===== src/rtl/decode_pipe.sv =====
// decode_pipe: pipelined binary-to-mask decoder with valid/ready handshake.
//
// Decodes an ENC_W-bit index into an OUT_W-bit mask in one of four modes
// (one-hot, thermometer, inverted one-hot, reverse thermometer), flags
// out-of-range indices, and registers the result. A 2-entry store (output
// register + skid register) keeps in_ready registered.
//
// Ports:
//   clk        rising-edge clock
//   rst_n      asynchronous active-low reset
//   in_valid   input beat present
//   in_ready   block can accept a beat (registered)
//   encoded    binary index, ENC_W bits
//   mode       decode mode, sampled with the beat
//   out_valid  decoded beat present (registered)
//   out_ready  downstream accepts the beat
//   decoded    decoded mask, OUT_W bits (registered)
//   oor        index was >= OUT_W, qualified by out_valid (registered)
module decode_pipe #(
    parameter int unsigned ENC_W = 6,
    parameter int unsigned OUT_W = 64
) (
    input  logic             clk,
    input  logic             rst_n,
    input  logic             in_valid,
    output logic             in_ready,
    input  logic [ENC_W-1:0] encoded,
    input  logic [1:0]       mode,
    output logic             out_valid,
    input  logic             out_ready,
    output logic [OUT_W-1:0] decoded,
    output logic             oor
);

    // One extra bit so OUT_W == 2**ENC_W is representable in the range compare.
    localparam int unsigned CMP_W = ENC_W + 1;

    localparam logic [1:0] MODE_ONEHOT   = 2'b00;
    localparam logic [1:0] MODE_THERM    = 2'b01;
    localparam logic [1:0] MODE_INV_HOT  = 2'b10;
    localparam logic [1:0] MODE_RTHERM   = 2'b11;

    // Elaboration guard on the legal OUT_W range.
    if ((OUT_W < 1) || (64'(OUT_W) > (64'd1 << ENC_W))) begin : g_bad_out_w
        $error("decode_pipe: OUT_W must satisfy 1 <= OUT_W <= 2**ENC_W");
    end

    typedef enum logic [1:0] {
        ST_EMPTY = 2'b00,
        ST_ONE   = 2'b01,
        ST_FULL  = 2'b10
    } state_e;

    state_e             state_q,    state_d;
    logic               out_valid_q, out_valid_d;
    logic               in_ready_q, in_ready_d;
    logic [OUT_W-1:0]   dec_q,      dec_d;
    logic               oor_q,      oor_d;
    logic [OUT_W-1:0]   skid_dec_q, skid_dec_d;
    logic               skid_oor_q, skid_oor_d;

    logic               in_fire_c;
    logic [OUT_W-1:0]   new_dec_c;
    logic               new_oor_c;

    assign in_fire_c = in_valid & in_ready_q;

    // Input-side decode of the incoming beat.
    always_comb begin
        logic idx_ok;
        new_dec_c = '0;
        idx_ok    = CMP_W'(encoded) < CMP_W'(OUT_W);
        for (int unsigned b = 0; b < OUT_W; b++) begin
            unique case (mode)
                MODE_ONEHOT:  new_dec_c[b] = (ENC_W'(b) == encoded);
                MODE_THERM:   new_dec_c[b] = (ENC_W'(b) <= encoded);
                MODE_INV_HOT: new_dec_c[b] = (ENC_W'(b) != encoded);
                MODE_RTHERM:  new_dec_c[b] = (ENC_W'(b) >= encoded);
                default:      new_dec_c[b] = 1'b0;
            endcase
        end
        // Out-of-range index never yields a partial mask.
        if (!idx_ok) begin
            new_dec_c = '0;
        end
        new_oor_c = ~idx_ok;
    end

    // Occupancy FSM: next state and storage updates.
    always_comb begin
        state_d    = state_q;
        dec_d      = dec_q;
        oor_d      = oor_q;
        skid_dec_d = skid_dec_q;
        skid_oor_d = skid_oor_q;

        unique case (state_q)
            ST_EMPTY: begin
                if (in_fire_c) begin
                    state_d = ST_ONE;
                    dec_d   = new_dec_c;
                    oor_d   = new_oor_c;
                end
            end
            ST_ONE: begin
                if (in_fire_c && out_ready) begin
                    // Deliver and reload in the same edge, no bubble.
                    dec_d = new_dec_c;
                    oor_d = new_oor_c;
                end else if (in_fire_c) begin
                    state_d    = ST_FULL;
                    skid_dec_d = new_dec_c;
                    skid_oor_d = new_oor_c;
                end else if (out_ready) begin
                    state_d = ST_EMPTY;
                    dec_d   = '0;
                    oor_d   = 1'b0;
                end
            end
            ST_FULL: begin
                // in_ready is low here, so no input can arrive.
                if (out_ready) begin
                    state_d    = ST_ONE;
                    dec_d      = skid_dec_q;
                    oor_d      = skid_oor_q;
                    skid_dec_d = '0;
                    skid_oor_d = 1'b0;
                end
            end
            default: begin
                state_d    = ST_EMPTY;
                dec_d      = '0;
                oor_d      = 1'b0;
                skid_dec_d = '0;
                skid_oor_d = 1'b0;
            end
        endcase

        out_valid_d = (state_d != ST_EMPTY);
        in_ready_d  = (state_d != ST_FULL);
    end

    // State and storage registers.
    always_ff @(posedge clk or negedge rst_n) begin
        if (!rst_n) begin
            state_q     <= ST_EMPTY;
            out_valid_q <= 1'b0;
            in_ready_q  <= 1'b1;
            dec_q       <= '0;
            oor_q       <= 1'b0;
            skid_dec_q  <= '0;
            skid_oor_q  <= 1'b0;
        end else begin
            state_q     <= state_d;
            out_valid_q <= out_valid_d;
            in_ready_q  <= in_ready_d;
            dec_q       <= dec_d;
            oor_q       <= oor_d;
            skid_dec_q  <= skid_dec_d;
            skid_oor_q  <= skid_oor_d;
        end
    end

    assign in_ready  = in_ready_q;
    assign out_valid = out_valid_q;
    assign decoded   = dec_q;
    assign oor       = oor_q;

endmodule

===== config.mk =====
export PLATFORM = sky130hd
export DESIGN_NAME = decode_pipe
export DESIGN_NICKNAME = d
export VERILOG_FILES = /design/src/rtl/decode_pipe.sv
export SDC_FILE = /design/constraint.sdc
export NUM_CORES = 1
export LEC_CHECK = 0
export ABC_AREA = 1
export BUFFER_PORTS_ARGS = -buffer_cell sky130_fd_sc_hd__buf_2
export CAP_MARGIN = 25
export CORE_MARGIN = 1.5
export CORE_UTILIZATION = 35
export CTS_CLUSTER_SIZE = 20
export DETAILED_ROUTE_END_ITERATION = 6
export GPL_TIMING_DRIVEN = 0
export PLACE_DENSITY = 0.62
export SYNTH_ARGS = -nofsm -noshare
export SYNTH_HDL_FRONTEND = slang
export SYNTH_SLANG_ARGS = --single-unit

===== constraint.sdc =====
create_clock -name clk -period 1.73 [get_ports clk]
set_input_delay 0 -clock clk [delete_from_list [all_inputs] [get_ports clk]]
set_output_delay 0 -clock clk [all_outputs]
set_load 0.01 [all_outputs]

==> results.toml <==
[status]
run_status = "finished, violations left"
violations = "design-rule violations"

[cts]
cts_tree = "done"
cts_root_buf = "clkbuf_16"
cts_buffers = 17
htreeDepth = 4
clkSlewWorstSetupHoldPaths_ns = 0.06
clockBufferDepth = 2
cts_sinks = 132
worstSkewPairLatency_ns = 0.43

[timing]
worstMarginPinSlew_ns = 0.809
fmax_mhz = 597
whs_ns = 0.0408
slew_viol_final = 0
hold_viol = 0
setup_viol = 0
slew_headroom = 0.461
post-route-period-util = 0.968
clock_skew_ns = 0.00707
period_minus_slack_ns = 1.68

[routing]
routed-wl-met3_mm = 1.99
wl_met1_mm = 13.4
postRouteAntennaNets = 0
drt_iter0_markers = 667
viasPerCell = 5.24
drc_errors = 5
dr_wl_met2_mm = 13.3
dr.pass1.iters = 7
vias = 8174
routed.top_layer = "met4"
routedWlPerCell_um = 19.3
drt_wl_total_mm = 30.2

[flow_run]
drv_cap = 0

[logic_synthesis]
syn_area_per_cell_um2 = 6.76
synth-seq-cells = 132
synth_nets = 1178
syn_area_mm2 = 0.00789
syn_inst = 1166
ys_seq_area_frac = 0.419
ys_warn_count = 0
yosysUniqueCellTypes = 35

[floorplanning]
initial_core_util = 0.359
io_pins = 79
design.core.area_mm2 = 0.0220
fp.dieH_um = 153
row_count = 54
dieArea_mm2 = 0.0234
die_w_um = 153

[placement]
hpwl_mm = 21.8
postPlaceCellArea_mm2 = 0.00863
gp_congestion = 0.985
io_buffers = 73

[setup_path]
worst_setup_path_start_kind = "flop"
critPathArrivalTime_ns = 1.99
crit_family = "buffers and inverters"
crit_type = "flop to flop"
worstPathCellList = "inv_2 -> nor2_4 -> inv_4 -> nor2_2 -> a21oi_1 -> and2_1 -> buf_6 -> inv_6 -> buf_12 -> a22o_1"
crit_required_ns = 2.04
cp_max_fo = 10
crit_path_top_delay_cell = "dfrtp_1"
crit_buf_inv = 5
critPathMaxStageDelay_ns = 0.41
crit_path_end_kind = "flop"

[cells_and_area]
fin_area_mm2 = 0.00949
drive_gt1_frac = 0.164
area_delta_synth_final_pct = 20.3
nets = 1279
fillers = 2320
insertedDiodeCount = 0

[grt]
overflow = 0
first_global_vias = 7927
grt_pass1_wl_mm = 46.3
grt_max_degree = 87
grt_usage = 0.259
antenna_found_initial = 0

[pwr]
cellPowerDensity_mw_per_mm2 = 1600
leakagePower_uw = 0.00496
ir_drop_mv = 0.631

[min_path]
hold_class = "primary input to flop"
## through the flow
step                      std cells   util  total power [uW]  setup WS [ns]  setup TNS, ns
after floorplan                1166      -              8670          0.108              0
after global placement         1519  0.392             10900          -1.20        -173.98
after detailed placement       1520  0.393             11000         -0.440         -21.74
after CTS                      1556  0.425             14900        0.00502              0
after global routing           1560  0.432             16200        -0.0236        -0.0840
final                          1560  0.432             15200         0.0546              0
## registers in the layout, summed over array words and instances, names as in the netlist
name and cells:
decoded 64, in_ready 1, skid_dec_q 64, state_q 2
out_valid 1
## cell usage after synthesis
master	number	area share
a22o_1	24	0.027
buf_1	7	0.0033
or2_2	2	0.0016
a22oi_1	4	0.0038
dfrtp_1	131	0.42
o221ai_1	1	0.0011
conb_1	1	0.00048
nand3b_1	1	0.00095
nand2_2	4	0.0032
nand3_1	102	0.065
nand2_1	515	0.25
inv_4	2	0.0016
a31oi_1	4	0.0032
inv_2	8	0.0038
o21ai_0	92	0.058
a21boi_1	1	0.00095
o21ai_2	1	0.0011
or2_1	2	0.0016
buf_2	33	0.021
nand4_1	4	0.0032
o21ai_1	20	0.013
a21oi_1	14	0.0089
o211ai_1	14	0.013
nor3_1	5	0.0032
inv_1	66	0.031
xor2_1	2	0.0022
o22ai_1	13	0.010
o31ai_1	1	0.00095
dfstp_2	1	0.0033
nor2_2	9	0.0071
nor2_1	53	0.025
buf_6	3	0.0043
buf_4	6	0.0057
clkbuf_1	19	0.0090
and2_1	1	0.00079
## logic make-up after synthesis
family                 Yosys count  synth area share
buffers and inverters          144            0.0801
XOR/XNOR                         2           0.00222
flip-flops                     132             0.419
other                            1          0.000476
AO/OA/AOI/OAI                  189             0.141
AND/OR/NAND/NOR                698             0.357
## layer usage
layer | GRT usage | vias up
li1 | - | 3969
met5 | 0 | -
met3 | 0.0570 | 76
met4 | 0.121 | 0
met2 | 0.400 | 302
met1 | 0.346 | 3827
## final timing paths
kind	from	cells after the start	slack, ns	to
worst max register to register	state_q[1]$_DFF_PN0_	10	0.05	skid_dec_q[6]$_DFFE_PN0P_
max in group asynchronous	rst_n	3	0.83	in_ready$_DFF_PN1_
min in group asynchronous	rst_n	2	0.09	decoded[27]$_DFFE_PN0P_
worst min-delay path	in_valid	4	0.04	in_ready$_DFF_PN1_
worst min register to register	decoded[35]$_DFFE_PN0P_	2	0.47	decoded[35]$_DFFE_PN0P_
worst max-delay path	state_q[1]$_DFF_PN0_	10	0.05	skid_dec_q[6]$_DFFE_PN0P_
## cells in the final DEF, fill, tap and decap left out, types with 3 or more instances in the layout
master,instances
nand2_1,513
dfrtp_1,130
nand3_1,102
buf_2,92
o21ai_0,81
inv_1,65
nor2_1,52
o21ai_1,26
a22o_1,24
buf_4,19
clkbuf_16,17
a21oi_1,14
o211ai_1,14
o22ai_1,12
nor2_2,9
clkbuf_2,8
clkbuf_4,7
inv_2,6
nand2_2,6
o21ai_2,6
buf_6,5
buf_1,5
clkbuf_1,5
inv_6,5
nor3_1,4
buf_12,4
nand4_1,4
a31oi_1,4
clkinv_2,4
a22oi_1,3
clkinv_4,3
## report_power, final
group / switching [uW] / internal, uW
registers: 609 / 4430
clock network: 1530 / 2030
logic: 4230 / 2370
## worst reg2reg max path: cells and delay by family (launching register included)
family                 cells  cell delay (ns)
buffers and inverters      5             0.59
flip-flops                 1             0.41
AO/OA/AOI/OAI              2             0.31
AND/OR/NAND/NOR            3             0.24
## layout make-up
type | instances | area, um2 | area share
Inverter | 76 | 313 | 0.0330
Timing Repair Buffer | 82 | 464 | 0.0489
Tap cell | 280 | 350 | 0.0369
Sequential cell | 132 | 3310 | 0.348
Clock buffer | 18 | 439 | 0.0463
Clock inverter | 14 | 129 | 0.0136
Multi-Input combinational cell | 890 | 4000 | 0.422
Buffer | 68 | 483 | 0.0509
## timing repair
| action | CTS | global route |
|---|---|---|
| setup endpoints to repair | 127 | 126 |
| gates cloned | 0 | 1 |
| resized for setup | 43 | 57 |
| buffers inserted | 2 | 3 |
| endpoints found under the hold margin | 85 | 0 |
| hold buffers | 2 | 0 |
| pin swaps | 0 | 1 |
Power figures use the tool's default switching activity.
